### src/rtl/pc_trace_buffer.sv
// Control-flow trace unit: watches the fetch PC, detects non-sequential
// transitions (or logs every PC in full mode) and queues timestamped
// {ts, from_pc, to_pc} entries in a small FIFO drained over valid/ready.
//
// state | meaning
// IDLE  | no reference PC held; first valid PC seeds last_pc
// TRACK | last_pc valid; each new PC is compared against last_pc + STEP
module pc_trace_buffer #(
  parameter int PC_W   = 16,
  parameter int TS_W   = 16,
  parameter int DEPTH  = 8,
  parameter int STEP   = 1,
  parameter int DROP_W = 8
) (
  input  logic                     clk_i,
  input  logic                     reset,
  input  logic                     enable_i,
  input  logic                     mode_i,
  input  logic [PC_W-1:0]          pc_i,
  input  logic                     pc_valid_i,
  output logic [TS_W+2*PC_W-1:0]   trace_o,
  output logic                     trace_valid_o,
  input  logic                     trace_ready_i,
  output logic [$clog2(DEPTH):0]   count_o,
  output logic                     overflow_o,
  output logic [DROP_W-1:0]        drop_cnt_o,
  input  logic                     clear_i
);

  localparam int AW = $clog2(DEPTH);
  localparam int EW = TS_W + 2*PC_W;
  localparam logic [PC_W-1:0] STEP_V   = PC_W'(STEP);
  localparam logic [AW:0]     FULL_CNT = (AW+1)'(DEPTH);

  typedef enum logic {IDLE = 1'b0, TRACK = 1'b1} state_t;

  state_t            state, state_nxt;
  logic [PC_W-1:0]   last_pc, last_pc_nxt;
  logic [PC_W-1:0]   seq_pc;
  logic [TS_W-1:0]   cycle_cnt;
  logic              push;
  logic [EW-1:0]     entry;

  logic [EW-1:0]     mem [DEPTH];
  logic [AW-1:0]     wr_ptr, rd_ptr;
  logic              pop, full, wr_en, drop;

  assign seq_pc = last_pc + STEP_V;

  // Free-running timestamp; ignores enable and clear so entries stay comparable.
  always_ff @(posedge clk_i or posedge reset) begin
    if (reset) cycle_cnt <= '0;
    else       cycle_cnt <= cycle_cnt + TS_W'(1);
  end

  // FSM state and reference PC.
  always_ff @(posedge clk_i or posedge reset) begin
    if (reset) begin
      state   <= IDLE;
      last_pc <= '0;
    end else begin
      state   <= state_nxt;
      last_pc <= last_pc_nxt;
    end
  end

  // Next-state, discontinuity detection and entry formation.
  always_comb begin
    state_nxt   = state;
    last_pc_nxt = last_pc;
    push        = 1'b0;
    entry       = {cycle_cnt, last_pc, pc_i};
    case (state)
      IDLE: begin
        if (enable_i && pc_valid_i) begin
          state_nxt   = TRACK;
          last_pc_nxt = pc_i;
          push        = mode_i;
          entry       = {cycle_cnt, pc_i, pc_i};
        end
      end
      TRACK: begin
        // Dropping enable returns to IDLE without capturing this cycle's PC.
        if (!enable_i) begin
          state_nxt = IDLE;
        end else if (pc_valid_i) begin
          push        = (pc_i != seq_pc) || mode_i;
          last_pc_nxt = pc_i;
        end
      end
      default: state_nxt = IDLE;
    endcase
  end

  assign trace_valid_o = (count_o != '0);
  assign pop           = trace_valid_o & trace_ready_i;
  assign full          = (count_o == FULL_CNT);
  // A simultaneous pop frees the slot, so a push into a full FIFO still lands.
  assign wr_en         = push & ~clear_i & (~full | pop);
  assign drop          = push & ~clear_i & full & ~pop;
  assign trace_o       = trace_valid_o ? mem[rd_ptr] : '0;

  // FIFO pointers, occupancy and drop bookkeeping.
  always_ff @(posedge clk_i or posedge reset) begin
    if (reset) begin
      wr_ptr     <= '0;
      rd_ptr     <= '0;
      count_o    <= '0;
      overflow_o <= 1'b0;
      drop_cnt_o <= '0;
    end else if (clear_i) begin
      wr_ptr     <= '0;
      rd_ptr     <= '0;
      count_o    <= '0;
      overflow_o <= 1'b0;
      drop_cnt_o <= '0;
    end else begin
      if (wr_en) wr_ptr <= wr_ptr + AW'(1);
      if (pop)   rd_ptr <= rd_ptr + AW'(1);
      case ({wr_en, pop})
        2'b10:   count_o <= count_o + (AW+1)'(1);
        2'b01:   count_o <= count_o - (AW+1)'(1);
        default: count_o <= count_o;
      endcase
      if (drop) begin
        overflow_o <= 1'b1;
        if (drop_cnt_o != {DROP_W{1'b1}}) drop_cnt_o <= drop_cnt_o + DROP_W'(1);
      end
    end
  end

  // Entry storage; contents are masked by count so no reset is needed.
  always_ff @(posedge clk_i) begin
    if (wr_en) mem[wr_ptr] <= entry;
  end

endmodule

### config.mk
export PLATFORM = sky130hd
export DESIGN_NAME = pc_trace_buffer
export DESIGN_NICKNAME = d
export VERILOG_FILES = /design/src/rtl/pc_trace_buffer.sv
export SDC_FILE = /design/constraint.sdc
export NUM_CORES = 1
export LEC_CHECK = 0
export ABC_AREA = 1
export BUFFER_PORTS_ARGS = -buffer_cell sky130_fd_sc_hd__buf_4
export CORE_AREA = 4 4 178 180
export DETAILED_ROUTE_END_ITERATION = 7
export DIE_AREA = 0 0 182 184
export HOLD_SLACK_MARGIN = 0.03
export PLACE_DENSITY = 0.9
export REMOVE_ABC_BUFFERS = 1
export SLEW_MARGIN = 15
export SYNTH_ARGS = -nofsm -noshare
export SYNTH_HDL_FRONTEND = slang
export SYNTH_SLANG_ARGS = --single-unit
### constraint.sdc
create_clock -name clk_i -period 5.7 [get_ports clk_i]
set_input_delay 0.855 -clock clk_i [delete_from_list [all_inputs] [get_ports clk_i]]
set_output_delay 0.855 -clock clk_i [all_outputs]
set_load 0.005 [all_outputs]
==> flow_metrics.env, run 1 <==
export IMPL_r2r_end="mem[1][6]"
export IMPL_cts_resized=0
export IMPL_grt_pass1_vias=12465
export IMPL_synth_yosys_seq_area_share_pct=71.0
export IMPL_start_util_pct=59.9
export IMPL_utilization_pct=68.0
export IMPL_io_buffers=84
export IMPL_pre_cts_slack_ns=1.59
export IMPL_vias=12793
export IMPL_fin_tns_setup_ns=0
export IMPL_gp_routability_congestion=0.922
export IMPL_cp_start_kind="flip-flop"
export IMPL_die_h_um=184
export IMPL_status="finished, final reports clean"
export IMPL_worst_pin_slew_ns=1.22
export IMPL_synth_compound_area_share_pct=11.5
export IMPL_die_w_um=182
export IMPL_holdBufCountCts=0
export IMPL_crit_arrival_ns=3.63
export IMPL_hold_depth=2
export IMPL_yosysMostFrequentCell="edfxtp_1"
export IMPL_p_leak_nw=7.45
export IMPL_dr_pass1_iters=6
export IMPL_rsz0062_at_grt="no"
export IMPL_path_max_fanout=121
export IMPL_dp_hpwl_mm=24.7
export IMPL_synth_top_flop_cell="edfxtp_1"
export IMPL_cts_root_buf="clkbuf_16"
export IMPL_slew_headroom_pct=18.6
export IMPL_wl_per_cell_um=21.5
export IMPL_antennaDiodeCount=0
export IMPL_ant_nets=0
export IMPL_reg2reg_from="count_o[0]"
export IMPL_grt_max_degree=142
export IMPL_dieArea_mm2=0.0335
export IMPL_cts_sinks=436
export IMPL_fin_crit_ns=4.48
export IMPL_cts_htree_levels=2
export IMPL_drive_above_1_share_pct=12.3
export IMPL_required_ns=4.85
export IMPL_criticalPathCategory="reg2out"
export IMPL_ys_ff_latch=436
export IMPL_clk_path_buf_depth=3
export IMPL_synth_edff_count=384
export IMPL_cp_end_kind="output pin"
export IMPL_drt_total_wl_mm=44.1
export IMPL_synthTopCellsByCount="384 x edfxtp_1, 325 x nor2_1, 279 x o21ai_0, 153 x nand2_1, 80 x clkbuf_1"
export IMPL_placed_area_mm2=0.0191
export IMPL_ff2ff_setup_slack_ns=1.82
export IMPL_synthSimpleGateAreaFrac_pct=12.3
export IMPL_period_share_pct=78.7
export IMPL_overflow=0
export IMPL_finalSetupViolCount=0
export IMPL_grt_usage_pct=25.9
export IMPL_critPathCapture="trace_o[41]"
export IMPL_final_area_mm2=0.0205
export IMPL_first_iter_violations=1429
export IMPL_max_clock_freq_mhz=223
export IMPL_numCtsBuffers=42
export IMPL_syn_area_mm2=0.0181
export IMPL_cap_violations=0
export IMPL_synth_top_family_by_area="simple AND/OR/NAND/NOR gates"
export IMPL_async_flop_share_pct=11.9
export IMPL_muxShareOfSynthArea_pct=0
export IMPL_worstSkewPairLatency_ns=0.55
export IMPL_nNetsFinal=1653
export IMPL_finClkSkew_ns=0.0294
export IMPL_drv_slew=0
export IMPL_synth_top_area_share_pct=63.8
export IMPL_power_density_mw_per_mm2=431
export IMPL_synthDominantAreaCellType="edfxtp_1"
export IMPL_rr_worst_depth=10
export IMPL_via_per_inst=6.24
export IMPL_synth_xor_area_share_pct=1.41
export IMPL_hold_violations=0
export IMPL_yosysWarnings=0
export IMPL_postCtsSetupBuffers=0
export IMPL_irDropWorstVdd_mv=0.367
export IMPL_crit_start="rd_ptr[0]"
export IMPL_yosys_area_share_adder_pct=0.595
export IMPL_area_growth_pct=13.6
export IMPL_pin_count=85
export IMPL_drc=0
export IMPL_syn_area_per_cell_um2=11.6
export IMPL_min_path_type="reg2reg"
export IMPL_worst_slack_ns=1.22
export IMPL_synth_cell_types=36
export IMPL_fp_coreArea_mm2=0.0302
export IMPL_rows=64
export IMPL_synth_area_leaders="edfxtp_1 64%, o21ai_0 7.7%, dfrtp_1 7.2%, nor2_1 6.8%, nand2_1 3.2%"
export IMPL_synth_cells=1559
export IMPL_cts_tree="yes"
export IMPL_nFillCells=1920
export IMPL_grt_pass1_wl_mm=68.2
export IMPL_total_power_mw=8.85
export IMPL_grt_antenna_before_repair=0
export IMPL_clk_transition_reported_paths_ns=0.06
[worst min path at each step]
stage	startpoint	to
2_1_floorplan	state	state
3_3_place_gp	state	state
3_5_place_dp	state	state
4_1_cts	state	state
5_1_grt	state	state
6_report	state	state
[layout make-up]
type	instances	area (µm²)	share of cell area (%)
clock buffer	59	1200	5.83
sequential	436	12800	62.5
multi-input combinational	970	4720	23.0
tap	396	495	2.41
clock inverter	17	210	1.02
timing repair buffer	107	828	4.03
inverter	65	246	1.20
[state kept, by name, indices dropped and copies added, names as in the netlist]
register,count
count_o,4
cycle_cnt,16
drop_cnt_o,8
last_pc,16
mem,384
overflow_o,1
rd_ptr,3
state,1
wr_ptr,3
[where the power goes]
group | internal [mW] | total [mW] | switching, mW
sequential | 3.54 | 3.65 | 0.109
combinational | 0.845 | 2.37 | 1.53
clock | 1.65 | 2.83 | 1.17
[routing by layer]
metal | GRT usage, % | part of all wire, % | wire (µm)
met2 | 43.3 | 50 | 21900
met1 | 34.4 | 36 | 16100
met4 | 9.40 | 3.6 | 1580
met3 | 4.73 | 10 | 4580
met5 | 0 | 0 | 0
[critical path, stage by stage, from the launching register on]
cell     delay [ns]
dfrtp_4        0.72
inv_4          0.93
buf_4          0.49
o21ai_0        0.17
o22ai_1        0.25
o21ai_0        0.12
a31oi_1        0.20
buf_4          0.14
[metrics by stage]
stage               std cells  hold WS, ns
floorplan                1471        0.449
global placement         1974        0.464
detailed placement       1974        0.492
CTS                      2050        0.506
global route             2050        0.536
finish                   2050        0.509
[placed cells by master, fill, tap and decap left out, drive strengths merged, types with 15 or more instances in the layout]
| master | netlist | final |
|---|---|---|
| buf | 8 | 107 |
| o21ai | 281 | 281 |
| nand4 | 15 | 15 |
| xor2 | 19 | 19 |
| o22ai | 48 | 48 |
| edfxtp | 384 | 384 |
| clkbuf | 80 | 59 |
| nand2 | 161 | 161 |
| a31oi | 48 | 48 |
| inv | 62 | 66 |
| nor2 | 331 | 331 |
| dfrtp | 52 | 52 |
| nand3 | 33 | 33 |
[logic make-up after synthesis]
group,Yosys count
and+or+nand+nor,548
DFF,436
AOI/OAI and AO/OA,385
buffers and inverters,153
xor gates and xnor gates,29
adders and majority gates,8
(Power assumes the default switching activity.)
==> inputs of run 2 (changes only) <==
Clock period 5.7 ns to 4.13 ns, I/O delays scaled along.
==> run 2 against run 1 <==
Largest cell class unchanged. Clock skew decreased by 0.012 ns. First-iteration DRC count stayed put. Flip-flop and latch count stayed put. Cell count grew 0.59%. Via count shrank 0.20%. Worst setup slack worse by 0.68 ns. Clock power grew 30%. Critical endpoint is now trace_o[22].
==> flow_metrics.env, run 2 (synthesis gave the netlist of run 1 again) <==
export IMPL_status="finished, final reports clean"
export IMPL_overflow=0
export IMPL_start_util_pct=59.9
export IMPL_critPathCapture="trace_o[22]"
export IMPL_cts_sinks=436
export IMPL_die_h_um=184
export IMPL_vias=12768
export IMPL_postCtsSetupBuffers=0
export IMPL_via_per_inst=6.19
export IMPL_cts_resized=0
export IMPL_slew_headroom_pct=35.6
export IMPL_fin_tns_setup_ns=0
export IMPL_nNetsFinal=1664
export IMPL_crit_start="rd_ptr[1]"
export IMPL_io_buffers=84
export IMPL_total_power_mw=11.9
export IMPL_p_leak_nw=7.47
export IMPL_clk_transition_reported_paths_ns=0.06
export IMPL_worst_slack_ns=0.535
export IMPL_clk_path_buf_depth=3
export IMPL_min_path_type="in2async"
export IMPL_fp_coreArea_mm2=0.0302
export IMPL_worst_pin_slew_ns=0.966
export IMPL_r2r_end="mem[0][47]"
export IMPL_crit_slowest_cell="dfrtp_2"
export IMPL_cts_root_buf="clkbuf_16"
export IMPL_power_density_mw_per_mm2=581
export IMPL_largest_reg_flops=384
export IMPL_grt_max_degree=129
export IMPL_grt_antenna_before_repair=0
export IMPL_rr_worst_depth=16
export IMPL_top_regs="mem: 384 flops, cycle_cnt: 16 flops, last_pc: 16 flops"
export IMPL_hold_violations=0
export IMPL_wl_per_cell_um=20.8
export IMPL_dieArea_mm2=0.0335
export IMPL_top_register="mem"
export IMPL_mostFrequentLayoutCell="edfxtp_1"
export IMPL_criticalPathCategory="reg2out"
export IMPL_cap_violations=0
export IMPL_cts_tree="yes"
export IMPL_cp_end_kind="output pin"
export IMPL_critPathMaxStageDelay_ns=0.75
export IMPL_drc=0
export IMPL_crit_arrival_ns=2.98
export IMPL_layout_common_cells="384 x edfxtp_1, 317 x nor2_1, 279 x o21ai_0"
export IMPL_die_w_um=182
export IMPL_antennaDiodeCount=0
export IMPL_drive_above_1_share_pct=12.5
export IMPL_drt_total_wl_mm=42.9
export IMPL_grt_pass1_vias=13095
export IMPL_pin_count=85
export IMPL_required_ns=3.51
export IMPL_numCtsBuffers=43
export IMPL_drv_slew=0
export IMPL_fin_crit_ns=3.60
export IMPL_period_share_pct=87.1
export IMPL_path_max_fanout=41
export IMPL_max_clock_freq_mhz=278
export IMPL_irDropWorstVdd_mv=0.536
export IMPL_cts_htree_levels=2
export IMPL_utilization_pct=68.2
export IMPL_reg2reg_from="last_pc[0]"
export IMPL_finClkSkew_ns=0.0170
export IMPL_ff2ff_setup_slack_ns=0.54
export IMPL_rsz0062_at_grt="no"
export IMPL_dp_hpwl_mm=24.2
export IMPL_dr_pass1_iters=5
export IMPL_worstSkewPairLatency_ns=0.53
export IMPL_rows=64
export IMPL_grt_pass1_wl_mm=67.1
export IMPL_pre_cts_slack_ns=0.673
export IMPL_area_growth_pct=13.9
export IMPL_holdBufCountCts=0
export IMPL_grt_usage_pct=25.2
export IMPL_first_iter_violations=1429
export IMPL_ant_nets=0
export IMPL_gp_routability_congestion=0.958
export IMPL_finalSetupViolCount=0
export IMPL_cp_cell_sequence="inv_2 > buf_4 > o21ai_0 > o22ai_1 > o21ai_0 > a31oi_1 > buf_4"
export IMPL_cp_start_kind="flip-flop"
-- run 2: cell count changes in the layout (fill, tap and decap cells not counted), sizes merged --
cell      change
clkinv        +4
bufinv        -2
buf          +10
clkbuf        +1
clkinvlp      +1
inv           -2
-- run 2: stage by stage --
stage | area (µm²) | instances | hold slack (ns)
finish | 20600 | 2062 | 0.223
global route | 20600 | 2062 | 0.249
CTS | 20600 | 2062 | 0.227
detailed placement | 19300 | 1984 | 0.476
global placement | 19300 | 1984 | 0.465
floorplan | 17700 | 1471 | 0.449
-- run 2: cell type report --
class / instances / area (µm²)
Clock buffer: 60 / 1190
Sequential cell: 436 / 12800
Clock inverter: 18 / 135
Multi-Input combinational cell: 970 / 4720
Timing Repair Buffer: 117 / 953
Tap cell: 396 / 495
Fill cell: 1943 / 9610
Inverter: 65 / 246
-- run 2: how the worst min path moves through the flow --
stage	slack, ns	start	end
2_1_floorplan	0.45	state	state
3_3_place_gp	0.47	state	state
3_5_place_dp	0.48	state	state
4_1_cts	0.23	reset	last_pc[1]
5_1_grt	0.25	reset	cycle_cnt[0]
6_report	0.22	reset	last_pc[1]
-- run 2: layer usage --
layer  part of all wire [%]  global-route usage (%)
met5                      0                       0
met4                    3.8                    11.4
met3                    9.4                    4.73
met2                     50                    42.9
met1                     37                    31.8
-- run 2: power breakdown --
part           switching, mW  leakage (nW)  internal [mW]
combinational           2.05          2.72           1.19
clock                   1.55         0.651           2.14
sequential             0.127          4.10           4.89
-- run 2: critical path: cells and delay by family (launching register included) --
family                 cells  cell delay [ns]
buffers and inverters      3             0.81
AOI/OAI and AO/OA          4             0.86
DFF                        1             0.75
==> inputs of run 3 (changes only) <==
Settings changed: CELL_PAD_IN_SITES_DETAIL_PLACEMENT from default to 0, CELL_PAD_IN_SITES_GLOBAL_PLACEMENT from default to 1, CORE_AREA 4 4 178 180 to 4 4 196 198, DIE_AREA 0 0 182 184 to 0 0 200 202, PLACE_DENSITY 0.9 to 0.91.
==> run 3 against run 2 <==
Utilization decreased by 11 points. Critical path type unchanged. Maximum frequency decreased by 4.7%. Combinational power decreased by 2%. Sequential power increased by 0.8%.
==> flow_metrics.env, run 3 (synthesis gave the netlist of run 1 again) <==
export IMPL_nFillCells=2893
export IMPL_clk_path_buf_depth=3
export IMPL_cts_root_buf="clkbuf_16"
export IMPL_fin_tns_setup_ns=0
export IMPL_layout_common_cells="384 x edfxtp_1, 317 x nor2_1, 279 x o21ai_0"
export IMPL_status="finished, final reports clean"
export IMPL_wl_met3_mm=2.95
export IMPL_wl_per_cell_um=19.5
export IMPL_grt_pass1_wl_mm=65.7
export IMPL_holdBufCountCts=0
export IMPL_nNetsFinal=1669
export IMPL_grt_pass1_vias=11942
export IMPL_fp_coreArea_mm2=0.0365
export IMPL_power_density_mw_per_mm2=588
export IMPL_fin_crit_ns=3.77
export IMPL_reg2reg_from="last_pc[0]"
export IMPL_dieArea_mm2=0.0404
export IMPL_wl_met1_mm=17.9
export IMPL_die_w_um=200
export IMPL_top_regs="mem: 384 flops, cycle_cnt: 16 flops, last_pc: 16 flops"
export IMPL_ant_nets=0
export IMPL_criticalPathCategory="reg2out"
export IMPL_drc=0
export IMPL_numCtsBuffers=45
export IMPL_overflow=0
export IMPL_path_max_fanout=103
export IMPL_period_share_pct=91.3
export IMPL_rsz0062_at_grt="no"
export IMPL_rr_worst_depth=16
export IMPL_worst_pin_slew_ns=0.970
export IMPL_regArea_mm2=0.0128
export IMPL_clk_transition_reported_paths_ns=0.06
export IMPL_required_ns=3.51
export IMPL_postCtsSetupBuffers=0
export IMPL_utilization_pct=57.1
export IMPL_rows=70
export IMPL_finClkSkew_ns=0.0216
export IMPL_io_buffers=84
export IMPL_grt_max_degree=104
export IMPL_r2r_end="mem[4][25]"
export IMPL_drv_slew=0
export IMPL_cts_htree_levels=2
export IMPL_mostFrequentLayoutCell="edfxtp_1"
export IMPL_p_leak_nw=7.56
export IMPL_min_path_type="in2async"
export IMPL_area_growth_pct=15.4
export IMPL_die_h_um=202
export IMPL_placed_cells=2059
export IMPL_cts_sinks=436
export IMPL_via_per_inst=5.65
export IMPL_slew_headroom_pct=34.7
export IMPL_top_register="mem"
export IMPL_final_area_mm2=0.0209
export IMPL_cts_resized=0
export IMPL_hold_violations=0
export IMPL_worstSkewPairLatency_ns=0.55
export IMPL_drt_total_wl_mm=41.9
export IMPL_vias=12115
export IMPL_irDropWorstVdd_mv=0.445
export IMPL_cp_start_kind="flip-flop"
export IMPL_first_iter_violations=1178
export IMPL_multi_input_area_mm2=0.00472
export IMPL_crit_arrival_ns=3.15
export IMPL_dr_pass1_iters=5
export IMPL_grt_usage_pct=20.4
export IMPL_drive_above_1_share_pct=13.0
export IMPL_grt_antenna_before_repair=2
export IMPL_start_util_pct=49.5
export IMPL_placed_area_mm2=0.0194
export IMPL_ff2ff_setup_slack_ns=0.78
export IMPL_dr_wl_met2_mm=20.5
export IMPL_dr_max_layer_used="met4"
export IMPL_cp_end_kind="output pin"
export IMPL_cap_violations=0
export IMPL_largest_reg_flops=384
export IMPL_finalSetupViolCount=0
export IMPL_final_cells=2144
export IMPL_pin_count=85
export IMPL_max_clock_freq_mhz=265
export IMPL_hold_ws_ns=0.261
export IMPL_dp_hpwl_mm=23.8
export IMPL_gp_routability_congestion=0.852
export IMPL_cts_tree="yes"
run 3: cell types whose count changed in the layout (fill, tap and decap cells not counted), sizes merged:
cell    before  now
inv         64   65
diode        0    2
bufinv       2    5
clkbuf      60   57
buf        117  120
clkinv      16   20
run 3: worst max-delay path by stage:
stage,startpoint,endpoint,slack [ns],depth (start not counted)
2_1_floorplan,rd_ptr[0],trace_o[0],-3.55,5
3_3_place_gp,last_pc[0],mem[4][25],0.85,16
3_5_place_dp,last_pc[0],mem[4][25],0.79,16
4_1_cts,rd_ptr[0],trace_o[18],0.34,7
5_1_grt,rd_ptr[0],trace_o[10],0.17,7
6_report,rd_ptr[0],trace_o[11],0.36,6
run 3: metal layers:
| layer | track usage, % | vias up |
|---|---|---|
| li1 | - | 5702 |
| met1 | 28.6 | 5912 |
| met2 | 33.6 | 448 |
| met3 | 3.58 | 53 |
| met4 | 4.90 | 0 |
| met5 | 0 | - |
run 3: cell type report:
type	count	area share, %
multi-input combinational	970	22.6
clock buffer	57	5.81
inverter	65	1.18
clock inverter	26	1.32
timing repair buffer	120	4.68
antenna	2	0.0240
tap	468	2.81
sequential	436	61.5
run 3: report_power, final:
group | internal [mW] | switching [mW]
combinational | 1.19 | 1.99
clock | 2.40 | 1.62
sequential | 4.89 | 0.171
run 3: stage by stage:
step | worst slack [ns] | power (mW)
after floorplan | -3.55 | 6.81
after global placement | 0.851 | 8.26
after detailed placement | 0.790 | 8.34
after CTS | 0.339 | 12.3
after global routing | 0.173 | 12.9
final | 0.357 | 12.3
run 3: worst max-delay path, stage by stage (launching register included):
cell     delay, ns
dfrtp_4       0.90
buf_12        0.43
o21ai_0       0.19
o22ai_1       0.19
o21ai_0       0.10
a31oi_1       0.48
buf_4         0.21
